File: src/rtl/division_control.sv
// Sequential unsigned restoring divider: one (M+1)-bit ripple subtractor reused over M iterations.
// Optional macro DIVISION_ZERO_CHECK_EN enables the zero-divisor shortcut and the div_zero flag.
module division_control #(
  parameter int M = 4
) (
  input  logic         clk,
  input  logic         rst,
  input  logic         start,
  input  logic [M-1:0] dividend,
  input  logic [M-1:0] divisor,
  output logic         busy,
  output logic         done,
  output logic [M-1:0] quotient,
  output logic [M-1:0] remainder,
  output logic         div_zero
);

  localparam int CW = (M > 2) ? $clog2(M) : 1;

  typedef enum logic [1:0] {IDLE, CALC, DONE} state_t;

  state_t          state;
  logic [M-1:0]    p;
  logic [M-1:0]    q;
  logic [M-1:0]    d;
  logic [CW-1:0]   cnt;

  logic [M:0]      s;
  logic [M:0]      sub;
  logic [M-1:0]    p_nxt;
  logic [M-1:0]    q_nxt;

  // Ripple subtract a - {0,b}: b inverted with carry-in 1. Returns {carry_out, diff[M-1:0]}.
  // The top difference bit is never needed because a kept difference is always below the divisor.
  function automatic logic [M:0] ripple_sub(input logic [M:0] a, input logic [M-1:0] b);
    logic         c;
    logic [M-1:0] diff;
    c = 1'b1;
    for (int i = 0; i < M; i++) begin
      diff[i] = a[i] ^ ~b[i] ^ c;
      c       = (a[i] & ~b[i]) | (a[i] & c) | (~b[i] & c);
    end
    c = a[M] | c;
    return {c, diff};
  endfunction

  // The stored partial remainder never reaches 2^M, so its top bit is implicit zero.
  always_comb begin
    s     = {p, q[M-1]};
    sub   = ripple_sub(s, d);
    p_nxt = sub[M] ? sub[M-1:0] : s[M-1:0];
    q_nxt = {q[M-2:0], sub[M]};
  end

  always_ff @(posedge clk) begin
    if (rst) begin
      state     <= IDLE;
      p         <= '0;
      q         <= '0;
      d         <= '0;
      cnt       <= '0;
      busy      <= 1'b0;
      done      <= 1'b0;
      quotient  <= '0;
      remainder <= '0;
      div_zero  <= 1'b0;
    end else begin
      case (state)
        IDLE: begin
          if (start) begin
            q    <= dividend;
            d    <= divisor;
            p    <= '0;
            cnt  <= '0;
            busy <= 1'b1;
`ifdef DIVISION_ZERO_CHECK_EN
            if (divisor == '0) begin
              state     <= DONE;
              done      <= 1'b1;
              quotient  <= '1;
              remainder <= dividend;
              div_zero  <= 1'b1;
            end else begin
              state <= CALC;
            end
`else
            state <= CALC;
`endif
          end
        end
        CALC: begin
          p   <= p_nxt;
          q   <= q_nxt;
          cnt <= cnt + 1'b1;
          if (cnt == CW'(M - 1)) begin
            state     <= DONE;
            done      <= 1'b1;
            quotient  <= q_nxt;
            remainder <= p_nxt;
            div_zero  <= 1'b0;
          end
        end
        DONE: begin
          state <= IDLE;
          done  <= 1'b0;
          busy  <= 1'b0;
        end
        default: state <= IDLE;
      endcase
    end
  end

endmodule
File: config.mk
export PLATFORM = sky130hd
export DESIGN_NAME = division_control
export DESIGN_NICKNAME = d
export VERILOG_FILES = /design/src/rtl/division_control.sv
export SDC_FILE = /design/constraint.sdc
export NUM_CORES = 1
export LEC_CHECK = 0
export BUFFER_PORTS_ARGS = -buffer_cell sky130_fd_sc_hd__buf_4
export CAP_MARGIN = 40
export CORE_MARGIN = 2
export CORE_UTILIZATION = 30
export CTS_CLUSTER_SIZE = 30
export DETAILED_ROUTE_END_ITERATION = 8
export PLACE_DENSITY = 0.53
export SLEW_MARGIN = 20
export SYNTH_ARGS = -nofsm -noshare
export SYNTH_HDL_FRONTEND = slang
export SYNTH_SLANG_ARGS = --single-unit
File: constraint.sdc
create_clock -name clk -period 2.51 [get_ports clk]
set_clock_uncertainty 0.05 [all_clocks]
set_input_delay 0.502 -clock clk [delete_from_list [all_inputs] [get_ports clk]]
set_output_delay 0.502 -clock clk [all_outputs]
set_load 0.1 [all_outputs]
==> results.cfg, run 1 <==
[logic_synthesis]
syn_area_per_cell_sq_um = 9.80
synthArstFlopShare = 0
ys_seq_area_frac = 0.428
synthFlopType = dfxtp_1
syn_inst = 124
synth_seq_cells = 26
syn_nets = 140
synth_area_leaders = dfxtp_1 43%, mux2i_1 7.4%, fa_1 4.9%, a221oi_2 3.7%, nand3b_1 3.7%
netlist.area_leader.share = 0.428
ys_warn_count = 0
synthDistinctLibCells = 31
syn_area_sq_um = 1210
synth_edf_count = 0
synth_area_leader_cell = dfxtp_1

[sta]
hold_viol_final = 0
tns_ps = 0
relSlewSlack = 0.630
rsz0062_at_grt = false
period_share = 0.959
worst_pin_slew_ps = 555
setup_violations = 0
drv_slew = 0
fmax_ghz = 0.415
period_needed_ps = 2410

[place]
gp_routability_congestion = 0.818
io_buffers = 20
hpwl_microns = 1800

[detailed_routing]
viasPerCell = 4.55
drtAntennaViolNets = 0
wl_microns = 2360
vias = 869
wl_met3_microns = 82
wl_met1_microns = 1130
route.detailed.drc = 0
routed-wl-met2_microns = 1120
avgRoutedWirePerCell_microns = 12.3
dr.pass1.iters = 3
dr.first_iter.drc_count = 26
top_layer_used = met4

[setup_path]
cp.required_ps = 2600
reg2reg_to = remainder[3]$_SDFFE_PP0P_
crit_slowest_cell = fa_1
cp_max_fo = 5
worst-path-stages = 9
crit_start = q[3]$_SDFFE_PP0P_
cp-start-kind = flop
crit_type = reg2reg
cpMostUsedCell = fa_1
crit_path_end = remainder[3]$_SDFFE_PP0P_
path_cells = inv_1 > ha_1 > fa_1 > fa_1 > inv_1 > fa_1 > or2_1 > mux2i_2 > a211oi_2
crit_arrival_ps = 2490
critPathTopFamily = adder cells
critPathCaptureType = flop
worstReg2RegStart = q[3]$_SDFFE_PP0P_
worstRegToRegCells = 9
reg2reg_slack_ps = 100
slowest_delay_ps = 380
cp.buffers_inverters = 2

[global_route]
antenna_found_initial = 0
grt-ovfl-total = 0
grt_max_degree = 28
grt_pass1_wl_microns = 3800
grt_pass1_vias = 877
grt_usage = 0.112

[cells_and_area]
fill_cells = 399
area_delta_synth_final_pct = 18.2
fin_nets = 158
num_antenna_cells = 0
finish.utilization = 0.364
layout-drive-gt1-share = 0.255

[clocking]
postCtsSetupRepairBufs = 0
ctsResizeCount = 0
cts_root_buf = clkbuf_8
cts_tree = built
clk_path_buf_depth = 2
cts.sinks = 26
clk_pin_slew_ps = 90
postCtsHoldBufs = 0
h-tree-depth = 1
clk_latency_ps = 270
numCtsBuffers = 3

[flow_run]
maxCapViolCount = 0

[floorplanning]
rows = 23
start_util = 0.308
die_y_microns = 67.6
io_pins = 22
dieWidth_microns = 67.6
dieArea_sq_um = 4570
fp.coreArea_sq_um = 3940

[outcome]
status = complete, no violations

[min_path]
hp-class = in2reg
worstHoldStart = divisor[0]

[pwr]
p_leak_nw = 0.573
p_per_area_nw_per_um2 = 616
power.total_mw = 0.884
ir_drop_uv = 346
==> where the power goes <==
group          internal, mW  leakage [nW]  total [mW]  switching (mW)
registers             0.433         0.212       0.452          0.0195
clock network         0.140        0.0288       0.265           0.125
logic                0.0704         0.332       0.167          0.0968
==> placed cells by master (no fill, tap or decap) <==
master     count
nor3b_4        1
a21oi_1        8
o21bai_4       1
dfxtp_1       26
inv_1          8
buf_4         21
inv_2          2
ha_1           2
nand2b_1       5
mux2i_1        8
mux2i_2        1
nor3_1         2
nand3b_1       6
nand2_1        5
o22ai_1        3
nor2_1        12
o21ai_1        7
a221oi_2       3
a2bb2oi_1      1
fa_1           3
nand2b_4       1
a21o_1         1
a211oi_1       1
o21ai_0        4
clkbuf_8       4
and3b_1        1
and2b_2        1
or2_1          1
conb_1         1
a211oi_2       1
==> cell usage after synthesis, types with 2 or more instances <==
library cell / count
dfxtp_1: 26
nor2_1: 12
mux2i_1: 9
a21oi_1: 8
inv_1: 8
o21ai_1: 7
nand3b_1: 6
nand2_1: 5
nand2b_1: 5
o21ai_0: 4
a221oi_2: 3
buf_4: 3
fa_1: 3
o22ai_1: 3
buf_6: 2
clkbuf_1: 2
ha_1: 2
inv_2: 2
nor3_1: 2
==> cell families (layout without fill, tap and decap cells) <==
family	count (synthesis)	in the layout	share of synthesized area
other	1	1	0.00309
AO/OA/AOI/OAI	30	30	0.176
buffers and inverters	18	35	0.0783
multiplexers	9	9	0.0742
AND/OR/NAND/NOR	35	35	0.170
flip-flops	26	26	0.428
adder cells (fa/ha/maj)	5	5	0.0700
==> layer usage <==
metal / track usage / vias to the layer above
met3: 0.0350 / 4
met2: 0.194 / 11
met5: 0 / -
li1: - / 453
met4: 0.0306 / 0
met1: 0.134 / 401
==> flip-flops by register name (all words and copies together), names as in the netlist <==
| register | cells |
|---|---|
| busy | 1 |
| cnt | 2 |
| d | 4 |
| done | 1 |
| p | 4 |
| q | 4 |
| quotient | 4 |
| remainder | 4 |
| state | 2 |
==> how the worst min path moves through the flow <==
stage,end,slack (ps),cells after the start
after global placement,cnt[1]$_SDFFE_PP0P_,420,2
after detailed placement,q[2]$_SDFFE_PP0P_,430,2
after global routing,d[0]$_SDFFE_PP0P_,420,3
after floorplan,q[0]$_SDFFE_PP0P_,400,2
final,d[0]$_SDFFE_PP0P_,420,3
after CTS,d[3]$_SDFFE_PP0P_,420,3
==> stage by stage <==
step	instances	hold WS, ps	setup WS [ps]	area, sq um
CTS	191	416	98.3	1430
detailed placement	187	430	127	1380
global route	191	419	3.60	1440
finish	191	421	103	1440
floorplan	124	399	243	1210
global placement	187	422	206	1380
==> worst min-delay path, stage by stage <==
cell	delay, ps
buf_4	80
mux2i_1	50
nor2_1	70
==> layout make-up <==
cell class	count	area, sq um	share of cell area
repair buffers	21	158	0.110
multi-input cells	80	603	0.420
clock buffers	4	55.1	0.0383
flip-flops and latches	26	520	0.362
well taps	50	62.6	0.0436
inverters	10	37.5	0.0261
No activity file was read; power rests on OpenSTA's default activity.
==> run 2: changes to the inputs <==
clock period = 2.3 ns   (was 2.51 ns; I/O delays follow)
==> results.cfg, run 2 (same netlist as run 1, synthesis figures left out) <==
[outcome]
status = complete, no violations

[floorplanning]
fp.coreArea_sq_um = 3940
io_pins = 22
start_util = 0.308
rows = 23
die_y_microns = 67.6
dieArea_sq_um = 4570
dieWidth_microns = 67.6

[setup_path]
critPathTopFamily = adder cells
path_cells = inv_1 > ha_1 > fa_2 > fa_2 > inv_2 > fa_2 > mux2i_2 > a211oi_2
reg2reg_to = remainder[3]$_SDFFE_PP0P_
cpMostUsedCell = fa_2
crit_start = q[3]$_SDFFE_PP0P_
cp.buffers_inverters = 2
cp.required_ps = 2400
worst-path-stages = 8
crit_path_end = remainder[3]$_SDFFE_PP0P_
cp-start-kind = flop
worstRegToRegCells = 8
crit_type = reg2reg
worstReg2RegStart = q[3]$_SDFFE_PP0P_
reg2reg_slack_ps = 50
crit_slowest_cell = fa_2
critPathCaptureType = flop
cp_max_fo = 2
slowest_delay_ps = 430
crit_arrival_ps = 2340

[cells_and_area]
fill_cells = 394
mostFrequentLayoutCells = 25 x dfxtp_1, 24 x buf_4, 12 x nor2_1, 8 x mux2i_1, 8 x a21oi_1
finish.utilization = 0.376
fin_nets = 161
area_delta_synth_final_pct = 21.9
layout-drive-gt1-share = 0.333
stdcell_count = 194
num_antenna_cells = 0
layout_commonest_cell = dfxtp_1

[clocking]
clk_latency_ps = 270
numCtsBuffers = 3
cts_root_buf = clkbuf_8
cts.sinks = 26
clk_path_buf_depth = 2
cts_tree = built
h-tree-depth = 1
clk_pin_slew_ps = 90

[detailed_routing]
vias = 934
route.detailed.drc = 0
dr.first_iter.drc_count = 19
dr.pass1.iters = 4
wl_microns = 2620
avgRoutedWirePerCell_microns = 13.5
drtAntennaViolNets = 0
viasPerCell = 4.81

[place]
dp_cells = 189
gp_routability_congestion = 0.733
hpwl_microns = 1900
io_buffers = 20

[sta]
rsz0062_at_grt = true
period_share = 0.977
relSlewSlack = 0.623
drv_slew = 0
hold_viol_final = 0
worst_pin_slew_ps = 565
fmax_ghz = 0.445
setup_violations = 0
period_needed_ps = 2250

[global_route]
grt_max_degree = 28
grt_usage = 0.121
grt_pass1_wl_microns = 4040
antenna_found_initial = 0
grt-ovfl-total = 0
grt_pass1_vias = 879

[min_path]
hold_depth = 3
hp-class = in2reg

[pwr]
p_leak_nw = 0.589
ir_drop_uv = 278
p_per_area_nw_per_um2 = 681

[flow_run]
maxCapViolCount = 0
run 2: changes by cell type in the layout (fill, tap and decap cells not counted):
cell and change:
buf_4 +3, dfxtp_1 -1, dfxtp_2 +1, fa_1 -3, fa_2 +3, inv_1 -1, inv_2 +1, o21ai_1 -3
o21ai_2 +3, or2_1 -1, or2_4 +1
run 2: through the flow:
stage / hold slack, ps / cell area [sq um] / total power [mW] / worst slack, ps / setup TNS (ps)
2_1_floorplan: 399 / 1210 / 0.636 / 32.8 / 0
6_report: 367 / 1480 / 1.01 / 53.6 / 0
3_3_place_gp: 423 / 1390 / 0.685 / 23.5 / 0
3_5_place_dp: 432 / 1390 / 0.691 / -57.1 / -64.6
5_1_grt: 369 / 1480 / 1.06 / -27.1 / -27.1
4_1_cts: 366 / 1460 / 0.998 / 13.7 / 0
run 2: area by class of cell:
type                    instances  area (sq um)  share of cell area
multi-input cells              80           624               0.421
repair buffers                 24           180               0.122
flip-flops and latches         26           522               0.352
clock buffers                   4          55.1              0.0372
inverters                      10          37.5              0.0253
well taps                      50          62.6              0.0422
run 2: worst register-to-register path: stages, from the launching register on:
cell	delay, ps
dfxtp_2	330
inv_1	50
ha_1	200
fa_2	340
fa_2	340
inv_2	70
fa_2	430
mux2i_2	200
a211oi_2	100
run 2: worst min-delay path by stage:
stage	startpoint	endpoint	slack [ps]
6_report	divisor[1]	d[1]$_SDFFE_PP0P_	370
5_1_grt	divisor[1]	d[1]$_SDFFE_PP0P_	370
4_1_cts	divisor[2]	d[2]$_SDFFE_PP0P_	370
3_5_place_dp	remainder[2]$_SDFFE_PP0P_	remainder[2]$_SDFFE_PP0P_	430
3_3_place_gp	q[2]$_SDFFE_PP0P_	q[2]$_SDFFE_PP0P_	420
2_1_floorplan	q[0]$_SDFFE_PP0P_	q[0]$_SDFFE_PP0P_	400
run 2: repair_timing:
| item | 4_1_cts | 5_1_grt |
|---|---|---|
| gates resized for setup | 3 | 7 |
| buffers inserted | 1 | 0 |
| hold buffers | 0 | 0 |
| pin swaps | 0 | 2 |
| endpoints found under the setup margin | 3 | 8 |
run 2: metal layers:
layer  part of all wire  track usage
met1               0.45        0.152
met2               0.51        0.200
met3              0.028       0.0200
met4              0.020       0.0612
met5                  0            0
run 2: power breakdown:
group          total (mW)  internal, mW  switching, mW  leakage (nW)
combinational       0.212        0.0931          0.119         0.348
clock               0.301         0.153          0.148        0.0288
sequential          0.495         0.473         0.0227         0.212
total                1.01         0.719          0.289         0.589
==> run 3: changes to the inputs <==
CORE_MARGIN = not set   (was 2)
REMOVE_ABC_BUFFERS = 1   (was not set)
==> results.cfg, run 3 (same netlist as run 1, synthesis figures left out) <==
[outcome]
status = complete, no violations

[sta]
period_share = 0.957
drv_slew = 0
fmax_ghz = 0.454
tns_ps = 0
worst_pin_slew_ps = 541
period_needed_ps = 2200
rsz0062_at_grt = false
relSlewSlack = 0.639
hold_viol_final = 0
setup_violations = 0

[cells_and_area]
fin_nets = 159
num_antenna_cells = 0
fill_cells = 376
area_delta_synth_final_pct = 22.5
multiInputGateArea_sq_um = 632
layout-drive-gt1-share = 0.345
layout_commonest_cell = dfxtp_1
mostFrequentLayoutCells = 25 x dfxtp_1, 22 x buf_4, 12 x nor2_1, 8 x mux2i_1, 8 x a21oi_1
seq_area_sq_um = 522
design_area_sq_um = 1490

[global_route]
grt_pass1_wl_microns = 4150
grt_pass1_vias = 866
grt_max_degree = 28
grt_usage = 0.127
grt-ovfl-total = 0
antenna_found_initial = 0

[setup_path]
crit_slowest_cell = fa_2
crit_type = reg2reg
reg2reg_slack_ps = 100
cp.required_ps = 2400
critPathTopFamily = adder cells
cp.buffers_inverters = 2
worstRegToRegCells = 8
cpMostUsedCell = fa_2
slowest_delay_ps = 430
crit_arrival_ps = 2300
worst-path-stages = 8
cp_max_fo = 2
cp-start-kind = flop
critPathCaptureType = flop
path_cells = inv_2 > ha_2 > fa_2 > fa_2 > inv_2 > fa_2 > mux2i_2 > a211oi_2

[place]
gp_routability_congestion = 0.728
io_buffers = 20
place_area_sq_um = 1380
hpwl_microns = 1740

[clocking]
cts.sinks = 26
h-tree-depth = 1
numCtsBuffers = 3
postCtsSetupRepairBufs = 0
postCtsHoldBufs = 0
clk_latency_ps = 270
cts_root_buf = clkbuf_8
clk_path_buf_depth = 2
cts_tree = built
clk_pin_slew_ps = 90

[floorplanning]
fp.coreArea_sq_um = 3770
die_y_microns = 65.6
dieWidth_microns = 65.6
dieArea_sq_um = 4310
start_util = 0.322
rows = 22
io_pins = 22

[detailed_routing]
route.detailed.drc = 0
viasPerCell = 4.75
avgRoutedWirePerCell_microns = 12.5
wl_microns = 2370
dr.pass1.iters = 2
dr.first_iter.drc_count = 32
vias = 903
drtAntennaViolNets = 0

[flow_run]
maxCapViolCount = 0

[min_path]
hp-class = in2reg
hold_depth = 3

[pwr]
p_leak_nw = 0.585
p_per_area_nw_per_um2 = 726
ir_drop_uv = 347
## run 3: changes by cell type in the layout (fill, tap and decap cells not counted)
cell	change
buf_4	-2
bufinv_16	+1
clkbuf_8	-1
ha_1	-1
ha_2	+1
inv_1	-1
inv_2	+1
nor3_1	-1
nor3_2	+1
## run 3: stage by stage
step                utilization  total power, mW  cells  hold WS, ps  worst slack [ps]
global route              0.394             1.14    190          377              13.7
detailed placement        0.367            0.690    186          426             -51.1
floorplan                     -            0.623    116          393              28.7
finish                    0.394             1.08    190          369              99.3
global placement          0.367            0.684    186          422              21.7
CTS                       0.388             1.08    190          367             -12.9
## run 3: worst paths after layout
path,endpoint,from
min reg2reg,q[1]$_SDFFE_PP0P_,q[1]$_SDFFE_PP0P_
max,remainder[3]$_SDFFE_PP0P_,q[3]$_SDFFE_PP0P_
min,d[1]$_SDFFE_PP0P_,divisor[1]
max reg2reg,remainder[3]$_SDFFE_PP0P_,q[3]$_SDFFE_PP0P_
## run 3: cell type report
type,instances,share of cell area
clock buffers,3,0.0278
clock inverters,1,0.0202
inverters,10,0.0252
multi-input cells,80,0.425
flip-flops and latches,26,0.351
well taps,48,0.0404
repair buffers,22,0.111
## run 3: repair_timing
| item | in CTS | in global routing |
|---|---|---|
| pin swaps | 2 | 1 |
| resized for setup | 3 | 10 |
| endpoints found under the setup margin | 3 | 10 |
## run 3: metal layers
| layer | vias to the layer above | routed length [microns] | GRT usage |
|---|---|---|---|
| met5 | - | 0 | 0 |
| met4 | 0 | 26 | 0.0489 |
| li1 | 458 | - | - |
| met3 | 4 | 132 | 0.0434 |
| met2 | 20 | 1000 | 0.185 |
| met1 | 421 | 1210 | 0.171 |
## run 3: where the power goes
group | total [mW] | internal [mW] | switching, mW | leakage (nW)
clock | 0.377 | 0.233 | 0.144 | 0.0357
sequential | 0.495 | 0.473 | 0.0227 | 0.212
combinational | 0.207 | 0.0909 | 0.116 | 0.336
## run 3: tightest hold or removal path: cells and delay by family
family | cells | cell delay [ps]
muxes | 1 | 50
buffers and inverters | 1 | 80
and+or+nand+nor | 1 | 70
